<file path="src/rtl/mem_wb_stage.sv">
// mem_wb_stage: RV32I memory-access and writeback stage.
// Drives a req/gnt/rvalid data-memory port that may insert wait states, does sub-word
// stores and loads, stalls upstream (m_ready=0) while an access is outstanding, and
// registers every W-stage output.
// Optional feature: define MISALIGN_TRAP_EN to trap misaligned SH/SW instead of issuing them.
module mem_wb_stage #(
  parameter int unsigned DPW     = 32,
  parameter int unsigned ADW     = 5,
  parameter int unsigned TIMEOUT = 64
) (
  input  logic               clk,
  input  logic               rst_n,
  input  logic               m_valid,
  output logic               m_ready,
  input  logic               flush,
  input  logic               regwriteM,
  input  logic               resultsrcM,
  input  logic               memwriteM,
  input  logic               memreadM,
  input  logic [2:0]         funct3M,
  input  logic [DPW-1:0]     aluresultM,
  input  logic [DPW-1:0]     Rd2M,
  input  logic [ADW-1:0]     RdM,
  output logic               dmem_req,
  output logic               dmem_we,
  output logic [DPW/8-1:0]   dmem_be,
  output logic [DPW-1:0]     dmem_addr,
  output logic [DPW-1:0]     dmem_wdata,
  input  logic               dmem_gnt,
  input  logic               dmem_rvalid,
  input  logic [DPW-1:0]     dmem_rdata,
  output logic               w_valid,
  output logic               regwriteW,
  output logic               resultsrcW,
  output logic [DPW-1:0]     aluresultW,
  output logic [DPW-1:0]     ReadDataW,
  output logic [ADW-1:0]     RdW,
  output logic               bus_errW,
  output logic               misalignW
);

  localparam int unsigned CW = (TIMEOUT > 1) ? $clog2(TIMEOUT) : 1;
  localparam logic [CW-1:0] TmoLast = CW'(TIMEOUT - 1);

  typedef enum logic [1:0] {StIdle, StReq, StResp} state_e;

  state_e           state_q, state_d;
  logic             regwrite_q, resultsrc_q, memwrite_q, kill_q, kill_d;
  logic [2:0]       funct3_q;
  logic [DPW-1:0]   addr_q, data_q;
  logic [ADW-1:0]   rd_q;
  logic [CW-1:0]    cnt_q, cnt_d;

  // Per-cycle decisions
  logic             hold_ld, done, retire, ret_load, ret_err, ret_mis, req, mis, mem_op, tmo;
  logic             kill_eff;

  // Fields seen by the memory port and the W registers: live inputs in IDLE, hold regs after
  logic             sel_we, sel_regwrite, sel_resultsrc;
  logic [2:0]       sel_f3;
  logic [DPW-1:0]   sel_addr, sel_data;
  logic [ADW-1:0]   sel_rd;
  logic [DPW/8-1:0] st_be;
  logic [DPW-1:0]   st_wdata, ld_val;
  logic [7:0]       ld_byte;
  logic [15:0]      ld_half;

  assign mem_op = memreadM | memwriteM;

`ifdef MISALIGN_TRAP_EN
  assign mis = memwriteM & (((funct3M[1:0] == 2'b01) & aluresultM[0]) |
                            ((funct3M[1:0] == 2'b10) & (aluresultM[1:0] != 2'b00)));
`else
  assign mis = 1'b0;
`endif

  // Source mux for the access fields
  always_comb begin
    if (state_q == StIdle) begin
      sel_we        = memwriteM;
      sel_regwrite  = regwriteM;
      sel_resultsrc = resultsrcM;
      sel_f3        = funct3M;
      sel_addr      = aluresultM;
      sel_data      = Rd2M;
      sel_rd        = RdM;
    end else begin
      sel_we        = memwrite_q;
      sel_regwrite  = regwrite_q;
      sel_resultsrc = resultsrc_q;
      sel_f3        = funct3_q;
      sel_addr      = addr_q;
      sel_data      = data_q;
      sel_rd        = rd_q;
    end
  end

  // Store lane placement
  always_comb begin
    st_be    = '1;
    st_wdata = sel_data;
    case (sel_f3[1:0])
      2'b00: begin
        st_be    = 4'b0001 << sel_addr[1:0];
        st_wdata = {4{sel_data[7:0]}};
      end
      2'b01: begin
        st_be    = 4'b0011 << {sel_addr[1], 1'b0};
        st_wdata = {2{sel_data[15:0]}};
      end
      default: ;
    endcase
  end

  // Load lane select and extension from the latched address
  always_comb begin
    case (addr_q[1:0])
      2'b00:   ld_byte = dmem_rdata[7:0];
      2'b01:   ld_byte = dmem_rdata[15:8];
      2'b10:   ld_byte = dmem_rdata[23:16];
      default: ld_byte = dmem_rdata[31:24];
    endcase
    ld_half = addr_q[1] ? dmem_rdata[31:16] : dmem_rdata[15:0];
    case (funct3_q)
      3'b000:  ld_val = {{24{ld_byte[7]}}, ld_byte};
      3'b001:  ld_val = {{16{ld_half[15]}}, ld_half};
      3'b100:  ld_val = {24'b0, ld_byte};
      3'b101:  ld_val = {16'b0, ld_half};
      default: ld_val = dmem_rdata;
    endcase
  end

  assign tmo      = (TIMEOUT != 0) && (cnt_q == TmoLast);
  assign kill_eff = kill_q | flush;

  // Next-state, request and retire decisions
  always_comb begin
    state_d  = state_q;
    cnt_d    = cnt_q;
    kill_d   = kill_q;
    hold_ld  = 1'b0;
    done     = 1'b0;
    ret_load = 1'b0;
    ret_err  = 1'b0;
    ret_mis  = 1'b0;
    req      = 1'b0;
    unique case (state_q)
      StIdle: begin
        req = m_valid & mem_op & ~flush & ~mis;
        if (m_valid && !flush) begin
          hold_ld = 1'b1;
          cnt_d   = '0;
          kill_d  = 1'b0;
          if (!mem_op || mis) begin
            done    = 1'b1;
            ret_mis = mis;
          end else if (memwriteM) begin
            if (dmem_gnt) done = 1'b1;
            else          state_d = StReq;
          end else begin
            state_d = dmem_gnt ? StResp : StReq;
          end
        end
      end
      StReq: begin
        req    = 1'b1;
        kill_d = kill_eff;
        if (dmem_gnt) begin
          cnt_d = '0;
          if (memwrite_q) begin
            done    = 1'b1;
            state_d = StIdle;
          end else if (dmem_rvalid) begin
            done     = 1'b1;
            ret_load = 1'b1;
            state_d  = StIdle;
          end else begin
            state_d = StResp;
          end
        end else if (tmo) begin
          done    = 1'b1;
          ret_err = 1'b1;
          state_d = StIdle;
        end else begin
          cnt_d = cnt_q + 1'b1;
        end
      end
      StResp: begin
        kill_d = kill_eff;
        if (dmem_rvalid) begin
          done     = 1'b1;
          ret_load = 1'b1;
          state_d  = StIdle;
        end else if (tmo) begin
          done    = 1'b1;
          ret_err = 1'b1;
          state_d = StIdle;
        end else begin
          cnt_d = cnt_q + 1'b1;
        end
      end
      default: state_d = StIdle;
    endcase
    // Flushed in-flight accesses finish on the bus but never reach W
    retire = done & ~((state_q != StIdle) & kill_eff);
  end

  assign m_ready    = (state_q == StIdle);
  assign dmem_req   = req;
  assign dmem_we    = req & sel_we;
  assign dmem_be    = req ? st_be : '0;
  assign dmem_addr  = req ? {sel_addr[DPW-1:2], 2'b00} : '0;
  assign dmem_wdata = req ? st_wdata : '0;

  // FSM, timeout counter and hold registers
  always_ff @(posedge clk or negedge rst_n) begin
    if (!rst_n) begin
      state_q     <= StIdle;
      cnt_q       <= '0;
      kill_q      <= 1'b0;
      regwrite_q  <= 1'b0;
      resultsrc_q <= 1'b0;
      memwrite_q  <= 1'b0;
      funct3_q    <= '0;
      addr_q      <= '0;
      data_q      <= '0;
      rd_q        <= '0;
    end else begin
      state_q <= state_d;
      cnt_q   <= cnt_d;
      kill_q  <= kill_d;
      if (hold_ld) begin
        regwrite_q  <= regwriteM;
        resultsrc_q <= resultsrcM;
        memwrite_q  <= memwriteM;
        funct3_q    <= funct3M;
        addr_q      <= aluresultM;
        data_q      <= Rd2M;
        rd_q        <= RdM;
      end
    end
  end

  // W-stage registers, updated only on retire
  always_ff @(posedge clk or negedge rst_n) begin
    if (!rst_n) begin
      w_valid    <= 1'b0;
      regwriteW  <= 1'b0;
      resultsrcW <= 1'b0;
      aluresultW <= '0;
      ReadDataW  <= '0;
      RdW        <= '0;
      bus_errW   <= 1'b0;
      misalignW  <= 1'b0;
    end else begin
      w_valid <= retire;
      if (retire) begin
        regwriteW  <= sel_regwrite & ~ret_err & ~ret_mis;
        resultsrcW <= sel_resultsrc;
        aluresultW <= sel_addr;
        RdW        <= sel_rd;
        bus_errW   <= ret_err;
        misalignW  <= ret_mis;
        if (ret_load) ReadDataW <= ld_val;
      end
    end
  end

endmodule

</file>
<file path="config.mk">
export PLATFORM = sky130hd
export DESIGN_NAME = mem_wb_stage
export DESIGN_NICKNAME = d
export VERILOG_FILES = /design/src/rtl/mem_wb_stage.sv
export SDC_FILE = /design/constraint.sdc
export NUM_CORES = 1
export LEC_CHECK = 0
export ABC_AREA = 1
export BUFFER_PORTS_ARGS = -buffer_cell sky130_fd_sc_hd__buf_2
export CORE_MARGIN = 2
export CORE_UTILIZATION = 45
export DETAILED_ROUTE_END_ITERATION = 8
export PLACE_DENSITY_LB_ADDON = 0.3
export SLEW_MARGIN = 20
export SYNTH_ARGS = -nofsm -noshare
export SYNTH_HDL_FRONTEND = slang
export SYNTH_SLANG_ARGS = --single-unit
</file>
<file path="constraint.sdc">
create_clock -name clk -period 2.24 [get_ports clk]
set_clock_uncertainty 0.15 [all_clocks]
set_input_delay 0.224 -clock clk [delete_from_list [all_inputs] [get_ports clk]]
set_output_delay 0.224 -clock clk [all_outputs]
set_load 0.005 [all_outputs]
</file>
==> out/results.ini <==
[timing]
final.setup.worst_slack_ns=-0.2668
slew_headroom=0.5958
slew_violations=0
finalCritPeriodShare=1.119
min_period_ns=2.507
timing.final.hold_violations=0
whs_ns=0.01210
timing.fmax_mhz=398.9
setup_viol_count_final=68
worstMarginPinSlew_ns=0.6046
rsz0062_at_grt=yes

[detailed_routing]
ant_nets=0
wl_mm=25.33
drc=0
routedWlPerCell_um=14.64
vias_per_cell=5.047
drt_iter0_markers=527
dr.pass1.iters=7
num_vias=8732

[floorplanning]
start_util=0.4626
coreArea_um2=18090
ioPinCount=259
die_h_um=140.4
die_width_um=140.4
dieArea_um2=19700
row_count=49

[grt]
grt_overflow_total=0
antenna_found_initial=1
grt_max_degree=135
track_usage=0.2540
grt_pass1_wl_mm=40.35
grt_pass1_vias=8369

[yosys]
synth_xor_xnor_area_share=0.001047
synth-compound-area-share=0.1717
ys_async_sr_fraction=1.000
synth_edf_count=0
yosys.cell_types.count=29
yosys.area_share.simple=0.2544
yosys_warnings=0
yosys_most_used_dff=dfrtp_1
yosys-top-cells-area=dfrtp_1 47%, nand2_1 18%, o21ai_0 10%, inv_1 4.7%, nor2_1 3.9%
synth_top_area_frac=0.4696
synth_top_family_by_area=simple AND/OR/NAND/NOR gates
syn_area_um2=8367
synthMuxAreaShare=0
synth-adder-area-share=0.007477
ys_seq_area_frac=0.4696
synth.most_common_cell=nand2_1
synthCells=1145
ys_seq_elements=157
synth_top_area_cell=dfrtp_1
synth_commonest_cells=411 x nand2_1, 170 x o21ai_0, 157 x dfrtp_1
synth.avg_cell_area_um2=7.307

[cts]
htree_levels=4
insertion_delay_ns=0.43
cts_inserted_buffers=17
clkSinkCount=157
clk_path_buf_depth=2
path_clk_slew_ns=0.07
cts_tree=done
root_buffer=clkbuf_16

[setup_path]
cp.arrival_ns=2.13
r2r_cells=11
path_class=reg2out
start_kind=register
path_max_fanout=6
critPathCaptureType=primary output
required_ns=1.87

[placed_design]
place_inst=1593
dp_hpwl_mm=16.60
place_ws_ns=0.04307
portBuffers=255
place.gp.congestion=0.8704

[finish]
fillers=1523
area.growth.synth_to_final_pct=41.69
nNetsFinal=1605
utilization=0.6555
fin_cells=1730
drive_gt1_frac=0.2949

[pwr]
vdd_ir_drop_max_mv=0.8945
leakagePower_nw=6.420
p_per_area_nw_per_um2=1433

[job]
drv_cap=0

[worst_hold_path]
hold_depth=5
hold_path.class=in2reg

[status]
violations=negative setup slack
status=finished with violations

## worst paths after layout
check / startpoint / endpoint / slack (ns)
setup reg to reg: state_q[1]$_DFFE_PN0P_ / ReadDataW[9]$_DFFE_PN0P_ / 0.12
setup / recovery: state_q[1]$_DFFE_PN0P_ / dmem_wdata[20] / -0.27
min in group asynchronous: rst_n / aluresultW[22]$_DFFE_PN0P_ / 0.03
hold / removal: dmem_rdata[24] / ReadDataW[24]$_DFFE_PN0P_ / 0.01
hold reg to reg: RdW[0]$_DFFE_PN0P_ / RdW[0]$_DFFE_PN0P_ / 0.33
max in group asynchronous: rst_n / data_q[8]$_DFFE_PN0P_ / 1.30
## registers in the layout, indices dropped and copies added (netlist names)
name,count
resultsrcW,1
aluresultW,32
addr_q,32
data_q,32
state_q,2
cnt_q,6
rd_q,5
regwrite_q,1
bus_errW,1
funct3_q,3
memwrite_q,1
kill_q,1
RdW,5
resultsrc_q,1
ReadDataW,32
regwriteW,1
w_valid,1
## layout make-up
cell class / instances / area [um^2] / share of cell area
Clock inverter: 14 / 122.6 / 0.01034
Multi-Input combinational cell: 811 / 3930 / 0.3315
Antenna cell: 2 / 5.005 / 0.0004222
Timing Repair Buffer: 387 / 2714 / 0.2289
Clock buffer: 18 / 429.2 / 0.03620
Timing Repair inverter: 1 / 7.507 / 0.0006332
Sequential cell: 157 / 3930 / 0.3315
Tap cell: 229 / 286.5 / 0.02417
Inverter: 111 / 430.4 / 0.03631
## per-stage QoR
step,cell area [um^2],power (mW),setup TNS (ns)
3_3_place_gp,9918,12.55,0
3_5_place_dp,9918,12.69,0
2_1_floorplan,8374,9.722,0
5_1_grt,11850,18.34,-21.63
6_report,11860,16.98,-14.30
4_1_cts,11690,16.47,-13.27
## power breakdown
group	total, mW	switching (mW)	internal [mW]
Combinational	9.60	5.72	3.87
Sequential	4.63	0.637	3.99
Clock	2.76	1.29	1.46
## cell usage in the layout, fill, tap and decap left out, types with 5 or more instances in the layout
master | Yosys | layout
inv_1 | 105 | 99
o21ai_4 | 0 | 6
dlygate4sd3_1 | 0 | 89
buf_12 | 0 | 13
o21ai_2 | 31 | 35
inv_6 | 0 | 5
o211ai_1 | 8 | 8
nor3_1 | 5 | 5
nor2_2 | 2 | 24
o21ai_1 | 5 | 19
nor2_1 | 87 | 63
buf_4 | 8 | 23
dfrtp_1 | 157 | 156
clkbuf_16 | 0 | 17
nand3_1 | 27 | 26
nand2_2 | 1 | 11
a21oi_2 | 0 | 9
o21ai_0 | 170 | 146
buf_6 | 9 | 9
nand2_1 | 411 | 396
buf_2 | 23 | 252
inv_2 | 6 | 8
a21oi_1 | 42 | 33
## worst max-delay path, cell delays in order (launching register included)
cell and delay [ns]:
dfrtp_1 0.37, inv_2 0.06, ha_4 0.19, buf_12 0.15, o21ai_4 0.21, buf_6 0.19, buf_4 0.13, nand2_1 0.05
o21ai_1 0.10, nand2_1 0.09, inv_1 0.06, buf_2 0.11
## per-layer routing
layer | up-vias | global-route usage | wire length, um
li1 | 4302 | - | -
met1 | 4011 | 0.3221 | 10460
met2 | 362 | 0.4275 | 12430
met3 | 57 | 0.05333 | 1720
met4 | 0 | 0.09888 | 713
met5 | - | 0 | 0
## cells by family (layout without fill, tap and decap cells)
kind of cell    after synthesis  after routing
simple gates                543            543
other cells                   1              5
xor+xnor                      1              1
flops                       157            157
compound gates              259            259
buf+inv                     179            531
fa+ha+maj                     5              5
## what timing repair did
| action | 4_1_cts | 5_1_grt |
|---|---|---|
| hold buffers | 89 | 0 |
| gates cloned | 2 | 0 |
| gates resized for setup | 67 | 57 |
| pin swaps | 9 | 12 |
| endpoints found under the hold margin | 247 | 0 |
| endpoints found under the setup margin | 68 | 108 |
| setup buffers | 12 | 1 |
(Power assumes the default switching activity.)
